File: src/rtl/multicycle_control.sv
// Multicycle datapath controller: Moore FSM that sequences fetch, decode
// and per-instruction execute/writeback for lw, sw, R-type, beq, addi and j.
//
// state  | meaning
// -------+--------------------------------------------------------------
// START  | post-reset idle, all strobes low
// FETCH  | load IR from memory[PC], PC <= PC + 4
// DECODE | compute branch target into ALUOut, dispatch on opcode
// MEMADR | effective address = A + sign-extended immediate
// MEMRD  | read memory at ALUOut into MDR
// MEMWB  | write MDR to register rt
// MEMWR  | write B to memory at ALUOut
// EXEC   | R-type ALU operation on A and B
// ALUWB  | write ALUOut to register rd
// BRANCH | compare A and B, conditional PC load from ALUOut
// ADDIEX | A + sign-extended immediate
// ADDIWB | write ALUOut to register rt
// JUMP   | PC <= jump target
module multicycle_control #(
  parameter int OP_WIDTH    = 6,
  parameter int STATE_WIDTH = 4
) (
  input  logic                   clk,
  input  logic                   reset,
  input  logic [OP_WIDTH-1:0]    opcode_i,
  output logic                   ir_write_o,
  output logic                   pc_write_o,
  output logic                   branch_o,
  output logic                   iord_o,
  output logic                   mem_write_o,
  output logic                   mem_to_reg_o,
  output logic                   reg_dst_o,
  output logic                   reg_write_o,
  output logic                   alu_src_a_o,
  output logic [1:0]             alu_src_b_o,
  output logic [1:0]             alu_op_o,
  output logic [1:0]             pc_src_o,
  output logic                   illegal_o,
  output logic [STATE_WIDTH-1:0] state_o
);

  typedef enum logic [3:0] {
    START  = 4'd0,
    FETCH  = 4'd1,
    DECODE = 4'd2,
    MEMADR = 4'd3,
    MEMRD  = 4'd4,
    MEMWB  = 4'd5,
    MEMWR  = 4'd6,
    EXEC   = 4'd7,
    ALUWB  = 4'd8,
    BRANCH = 4'd9,
    ADDIEX = 4'd10,
    ADDIWB = 4'd11,
    JUMP   = 4'd12
  } state_t;

  localparam logic [OP_WIDTH-1:0] OP_LW   = OP_WIDTH'(6'b100011);
  localparam logic [OP_WIDTH-1:0] OP_SW   = OP_WIDTH'(6'b101011);
  localparam logic [OP_WIDTH-1:0] OP_RTYP = OP_WIDTH'(6'b000000);
  localparam logic [OP_WIDTH-1:0] OP_BEQ  = OP_WIDTH'(6'b000100);
  localparam logic [OP_WIDTH-1:0] OP_ADDI = OP_WIDTH'(6'b001000);
  localparam logic [OP_WIDTH-1:0] OP_J    = OP_WIDTH'(6'b000010);

  state_t state_q, state_d;

  // State register; reset forces START immediately, even mid-instruction.
  always_ff @(posedge clk or posedge reset) begin
    if (reset) state_q <= START;
    else       state_q <= state_d;
  end

  // Next-state and Moore output decode; only illegal_o also looks at the opcode.
  always_comb begin
    state_d      = state_q;
    ir_write_o   = 1'b0;
    pc_write_o   = 1'b0;
    branch_o     = 1'b0;
    iord_o       = 1'b0;
    mem_write_o  = 1'b0;
    mem_to_reg_o = 1'b0;
    reg_dst_o    = 1'b0;
    reg_write_o  = 1'b0;
    alu_src_a_o  = 1'b0;
    alu_src_b_o  = 2'b00;
    alu_op_o     = 2'b00;
    pc_src_o     = 2'b00;
    illegal_o    = 1'b0;
    case (state_q)
      START: state_d = FETCH;
      FETCH: begin
        ir_write_o  = 1'b1;
        pc_write_o  = 1'b1;
        alu_src_b_o = 2'b01;
        state_d     = DECODE;
      end
      DECODE: begin
        alu_src_b_o = 2'b11;
        if (opcode_i == OP_LW || opcode_i == OP_SW) state_d = MEMADR;
        else if (opcode_i == OP_RTYP)                state_d = EXEC;
        else if (opcode_i == OP_BEQ)                 state_d = BRANCH;
        else if (opcode_i == OP_ADDI)                state_d = ADDIEX;
        else if (opcode_i == OP_J)                   state_d = JUMP;
        else begin
          illegal_o = 1'b1;
          state_d   = FETCH;
        end
      end
      MEMADR: begin
        alu_src_a_o = 1'b1;
        alu_src_b_o = 2'b10;
        // Opcode is looked at again here rather than remembered from DECODE.
        state_d     = (opcode_i == OP_SW) ? MEMWR : MEMRD;
      end
      MEMRD: begin
        iord_o  = 1'b1;
        state_d = MEMWB;
      end
      MEMWB: begin
        reg_write_o  = 1'b1;
        mem_to_reg_o = 1'b1;
        state_d      = FETCH;
      end
      MEMWR: begin
        iord_o      = 1'b1;
        mem_write_o = 1'b1;
        state_d     = FETCH;
      end
      EXEC: begin
        alu_src_a_o = 1'b1;
        alu_op_o    = 2'b10;
        state_d     = ALUWB;
      end
      ALUWB: begin
        reg_write_o = 1'b1;
        reg_dst_o   = 1'b1;
        state_d     = FETCH;
      end
      BRANCH: begin
        alu_src_a_o = 1'b1;
        alu_op_o    = 2'b01;
        branch_o    = 1'b1;
        pc_src_o    = 2'b01;
        state_d     = FETCH;
      end
      ADDIEX: begin
        alu_src_a_o = 1'b1;
        alu_src_b_o = 2'b10;
        state_d     = ADDIWB;
      end
      ADDIWB: begin
        reg_write_o = 1'b1;
        state_d     = FETCH;
      end
      JUMP: begin
        pc_write_o = 1'b1;
        pc_src_o   = 2'b10;
        state_d    = FETCH;
      end
      // Unused encodings recover to FETCH with every output low.
      default: state_d = FETCH;
    endcase
  end

  assign state_o = STATE_WIDTH'(state_q);

endmodule

File: config.mk
export PLATFORM = sky130hd
export DESIGN_NAME = multicycle_control
export DESIGN_NICKNAME = d
export VERILOG_FILES = /design/src/rtl/multicycle_control.sv
export SDC_FILE = /design/constraint.sdc
export NUM_CORES = 1
export LEC_CHECK = 0
export ABC_AREA = 1
export BUFFER_PORTS_ARGS = -buffer_cell sky130_fd_sc_hd__buf_2
export CELL_PAD_IN_SITES_DETAIL_PLACEMENT = 1
export CELL_PAD_IN_SITES_GLOBAL_PLACEMENT = 2
export CORE_MARGIN = 2
export CORE_UTILIZATION = 15
export DETAILED_ROUTE_END_ITERATION = 8
export PLACE_DENSITY_LB_ADDON = 0.15
export SYNTH_ARGS = -nofsm -noshare
export SYNTH_HDL_FRONTEND = slang
export SYNTH_SLANG_ARGS = --single-unit
File: constraint.sdc
create_clock -name clk -period 1.2 [get_ports clk]
set_clock_uncertainty 0.1 [all_clocks]
set_input_delay 0.12 -clock clk [delete_from_list [all_inputs] [get_ports clk]]
set_output_delay 0.12 -clock clk [all_outputs]
set_load 0.1 [all_outputs]
==> results of run 1 <==
## synthesized netlist by cell type
library cell / count
nand2_2: 2
inv_2: 3
inv_1: 10
nor2_1: 24
nand3_1: 12
nor2_2: 3
or2_1: 1
nor3_1: 1
dfrtp_1: 4
o22ai_1: 1
buf_4: 2
nand2_1: 15
o21ai_0: 3
## cell type report
type                    instances  area, sq um
multi-input cells              62          483
flip-flops and latches          4          115
inverters                      13         65.1
well taps                      31         38.8
clock buffers                   3         22.5
repair buffers                 64          754
fillers                       327         1280
## what timing repair did
item                                   CTS  global route
pin swaps                                7             8
endpoints found under the hold margin    4             0
resized for setup                       24            10
hold buffers                             1             0
setup buffers                            4             6
setup endpoints to repair               24            24
## how the worst max path moves through the flow
stage	from	end	slack [ns]	cells past startpoint
3_5_place_dp	state_o[3]	alu_src_a_o	-0.30	6
3_3_place_gp	state_o[3]	alu_src_a_o	-0.28	6
4_1_cts	state_o[1]	pc_write_o	-0.49	6
5_1_grt	state_o[2]	alu_src_a_o	-0.54	6
2_1_floorplan	state_o[0]	pc_write_o	-1.05	4
6_report	state_o[1]	pc_write_o	-0.49	6
## stage by stage
step | hold WS (ns) | instances | setup WS (ns) | utilization
after floorplan | -0.214 | 81 | -1.05 | -
after global placement | -0.0976 | 165 | -0.278 | 0.456
after detailed placement | -0.0927 | 165 | -0.296 | 0.456
after CTS | 0.107 | 173 | -0.490 | 0.512
after global routing | 0.133 | 177 | -0.538 | 0.536
final | 0.118 | 177 | -0.487 | 0.536
## cell usage in the layout, fill, tap and decap left out, drive strengths merged
cell type and count:
dfrtp 4, nand3 12, clkbuf 3, nor3 1, nor2 27, inv 12, o21ai 3, or2 1
nand2 17, dlygate4sd3 1, o22ai 1, clkinvlp 1, buf 63
## kinds of logic (layout without fill, tap and decap cells)
kind of cell	Yosys count	after routing	share of synthesized area
AO/OA/AOI/OAI	4	4	0.0490
buffers and inverters	15	80	0.147
flip-flops	4	4	0.231
AND/OR/NAND/NOR	58	58	0.573
## layer usage
layer,track usage,up-vias,wire [um]
met5,0,-,0
met4,0.0797,0,38
met3,0.00223,4,62
met2,0.295,18,1400
met1,0.132,356,822
li1,-,382,-
## tightest hold or removal path, stage by stage
cell	delay, ns
buf_2	0.14
nor2_4	0.05
o21ai_2	0.05
nand3_1	0.06
==> impl_metrics.toml, run 1 <==
[floorplanning]
dieArea_sq_um = 3340
start_util = 0.157
ios = 28
rows = 19
die_w_um = 57.8
core_sq_um = 2760
fp.dieH_um = 57.8

[worst_setup_path]
crit_chain = "inv_4, buf_6, nand2_8, nor3_4, or2_4, buf_12"
r2r-start = "state_o[3]"
r2r_cells = 7
rr_endpoint = "state_o[1]"
worst_setup_path_start_kind = "flop"
critical_path_required_ns = 0.98
crit_arrival_ns = 1.47
critPathMaxFanout = 4
worstSetupPathType = "reg2out"
r2r_slack_ns = -0.23
slowest_delay_ns = 0.50
crit_slowest_cell = "dfrtp_4"
end_kind = "output port"
critical_path.top_delay_family = "flip-flops"
worst-path-buf-inv = 3

[cts]
cts.path.max_buffers = 2
cts_sinks = 4
cts.clk_slew.worst_paths_ns = 0.04
cts_max_level = 1
clkLatencyLatePin_ns = 0.25
cts_buffers = 3
cts_tree = "done"
cts-root-buf = "clkbuf_4"

[status]
status = "finished, violations left"
violations = "negative setup slack"

[timing]
hold_viol = 0
finalSetupViolCount = 24
fin_ws_ns = -0.487
tns_ns = -8.29
period_share = 1.41
max_clock_freq_ghz = 0.593
drv_slew = 0
worstMarginPinSlew_ns = 0.268
rsz0062_at_grt = "yes"
fin_crit_ns = 1.69
relSlewSlack = 0.821

[logic_synthesis]
ys_types = 13
syn-cell-area_sq_um = 434
yosysTopAreaCell = "dfrtp_1"
synth_area_leaders = "dfrtp_1, nor2_1, nand3_1"
synth_seq_cells = 4
syn-num-nets = 89
syn_area_per_cell_sq_um = 5.36
synth_top_area_share = 0.231
ys_seq_area_frac = 0.231
syn_inst = 81
ys.warnings.count = 0

[detailed_routing]
vias = 760
wire_per_inst_um = 13.1
via_per_inst = 4.29
drtIter0Drc = 2
ant_nets = 0
drt-total-wl_mm = 2.32
drc = 0
dr.pass1.iters = 3

[worst_hold_path]
hp-start = "opcode_i[2]"
hold_depth = 4
hold_end = "state_o[1]"
hold_class = "in2reg"

[global_route]
grt_max_degree = 6
grt_pass1_vias = 810
grt_overflow = 0
grtUsageTotal = 0.141
antenna_found_initial = 0
grt_pass1_wl_mm = 3.59

[place]
place_congestion = 0.757
placed_area_sq_um = 1260
dp_hpwl_mm = 1.78
port_buffers = 27

[job]
cap_violations = 0

[layout]
diodes = 0
drive_above_1_share = 0.760
area_delta_synth_final_pct = 241
nets = 156
fin_area_sq_um = 1480
largest_register_ffs = 4
Power of run 1 is left out: the tool's default activity adds up to more than one toggle a clock period on the data nets, which glitch-free logic cannot reach.
==> run 2, diff against run 1 <==
--- a/config.mk
+++ b/config.mk
@@ -12,6 +12,7 @@
 export CORE_MARGIN = 2
 export CORE_UTILIZATION = 15
 export DETAILED_ROUTE_END_ITERATION = 8
+export MAX_ROUTING_LAYER = met4
 export PLACE_DENSITY_LB_ADDON = 0.15
 export SYNTH_ARGS = -nofsm -noshare
 export SYNTH_HDL_FRONTEND = slang
==> run 2 against run 1 <==
The run still ends with negative setup slack left. Via count grew 0.53%. Non-clock buffer count stayed put. Sequential cell count unchanged. Clock-buffer cell count stayed put. Maximum frequency decreased by 0.12%. Worst setup slack got worse by 0.0021 ns. Die area unchanged. Critical path type unchanged. Critical endpoint unchanged. Largest cell class unchanged.
==> impl_metrics.toml, run 2 (same netlist as run 1, synthesis figures left out) <==
[status]
status = "finished, violations left"
violations = "negative setup slack"

[floorplanning]
rows = 19
dieArea_sq_um = 3340
start_util = 0.157
core_sq_um = 2760
ios = 28
fp.dieH_um = 57.8
die_w_um = 57.8

[place]
port_buffers = 27
place_congestion = 0.767
dp_hpwl_mm = 1.78

[layout]
final_util = 0.536
drive_above_1_share = 0.760
multi_input_area_sq_um = 483
fillers = 327
largest_register_ffs = 4
area_delta_synth_final_pct = 241
final_cell_mix = "buf_4, buf_12, nor2_4, nor2_1"
nets = 156
diodes = 0
final-seq-area_sq_um = 115
final_common_cell = "buf_4"

[global_route]
grtUsageTotal = 0.145
grt_pass1_vias = 810
grt_overflow = 0
grt_pass1_wl_mm = 3.59
antenna_found_initial = 0
grt_max_degree = 6

[timing]
period_share = 1.41
drv_slew = 0
worstMarginPinSlew_ns = 0.268
fin_crit_ns = 1.69
max_clock_freq_ghz = 0.592
fin_ws_ns = -0.489
finalSetupViolCount = 24
relSlewSlack = 0.821
hold_viol = 0
tns_ns = -8.33
rsz0062_at_grt = "yes"

[worst_setup_path]
critical_path_required_ns = 0.98
end_kind = "output port"
worstSetupPathType = "reg2out"
crit_start = "state_o[1]"
crit_arrival_ns = 1.47
critPathMaxFanout = 4
r2r-start = "state_o[3]"
worst_setup_path_start_kind = "flop"

[detailed_routing]
dr.pass1.iters = 3
drc = 0
drt-total-wl_mm = 2.32
ant_nets = 0
via_per_inst = 4.32
wire_per_inst_um = 13.1
drtIter0Drc = 3
vias = 764

[cts]
cts-root-buf = "clkbuf_4"
cts.path.max_buffers = 2
cts_tree = "done"
cts_sinks = 4
cts_max_level = 1
cts_buffers = 3
clkLatencyLatePin_ns = 0.25
cts.clk_slew.worst_paths_ns = 0.05

[worst_hold_path]
hold_class = "in2reg"
hp-start = "opcode_i[2]"

[job]
cap_violations = 0
[run 2: cell counts in the layout (fill, tap and decap cells not counted)]
Identical to the previous run, type by type.
[run 2: metal layers]
layer	share of wire	vias up	track usage
met5	0	-	-
met4	0.016	0	0.0797
met3	0.026	4	0
met2	0.60	18	0.295
met1	0.36	360	0.134
li1	-	382	-
[run 2: final timing paths]
kind,end,slack [ns],depth (start not counted)
setup / recovery,pc_write_o,-0.49,6
hold / removal,state_o[1],0.12,4
setup reg to reg,state_o[1],-0.23,7
hold reg to reg,state_o[2],0.77,4
max in group asynchronous,state_o[3],0.61,3
min in group asynchronous,state_o[1],0.20,3
[run 2: timing repair]
item | 4_1_cts | 5_1_grt
buffers inserted | 4 | 6
hold buffers | 1 | 0
gates cloned | 0 | 0
endpoints found under the setup margin | 24 | 24
resized for setup | 24 | 10
pin swaps | 7 | 8
endpoints found under the hold margin | 4 | 0
[run 2: final cells by class]
class	count	share of cell area
Timing Repair Buffer	64	0.510
Multi-Input combinational cell	62	0.327
Sequential cell	4	0.0778
Inverter	13	0.0440
Tap cell	31	0.0262
Clock buffer	3	0.0152
[run 2: per-stage QoR]
stage                     hold slack [ns]  cell area, sq um  instances  setup slack (ns)
after floorplan                    -0.214               602         81             -1.05
after global placement            -0.0976              1260        165            -0.278
after detailed placement          -0.0927              1260        165            -0.296
after CTS                           0.107              1410        173            -0.490
after global routing                0.133              1480        177            -0.538
final                               0.116              1480        177            -0.489
[run 2: worst max-delay path, cell delays in order, from the launching register on]
cell and delay (ns):
dfrtp_4 0.50, inv_4 0.08, buf_6 0.11, nand2_8 0.06, nor3_4 0.13, or2_4 0.15, buf_12 0.16
Power of run 2 is left out for the same reason.
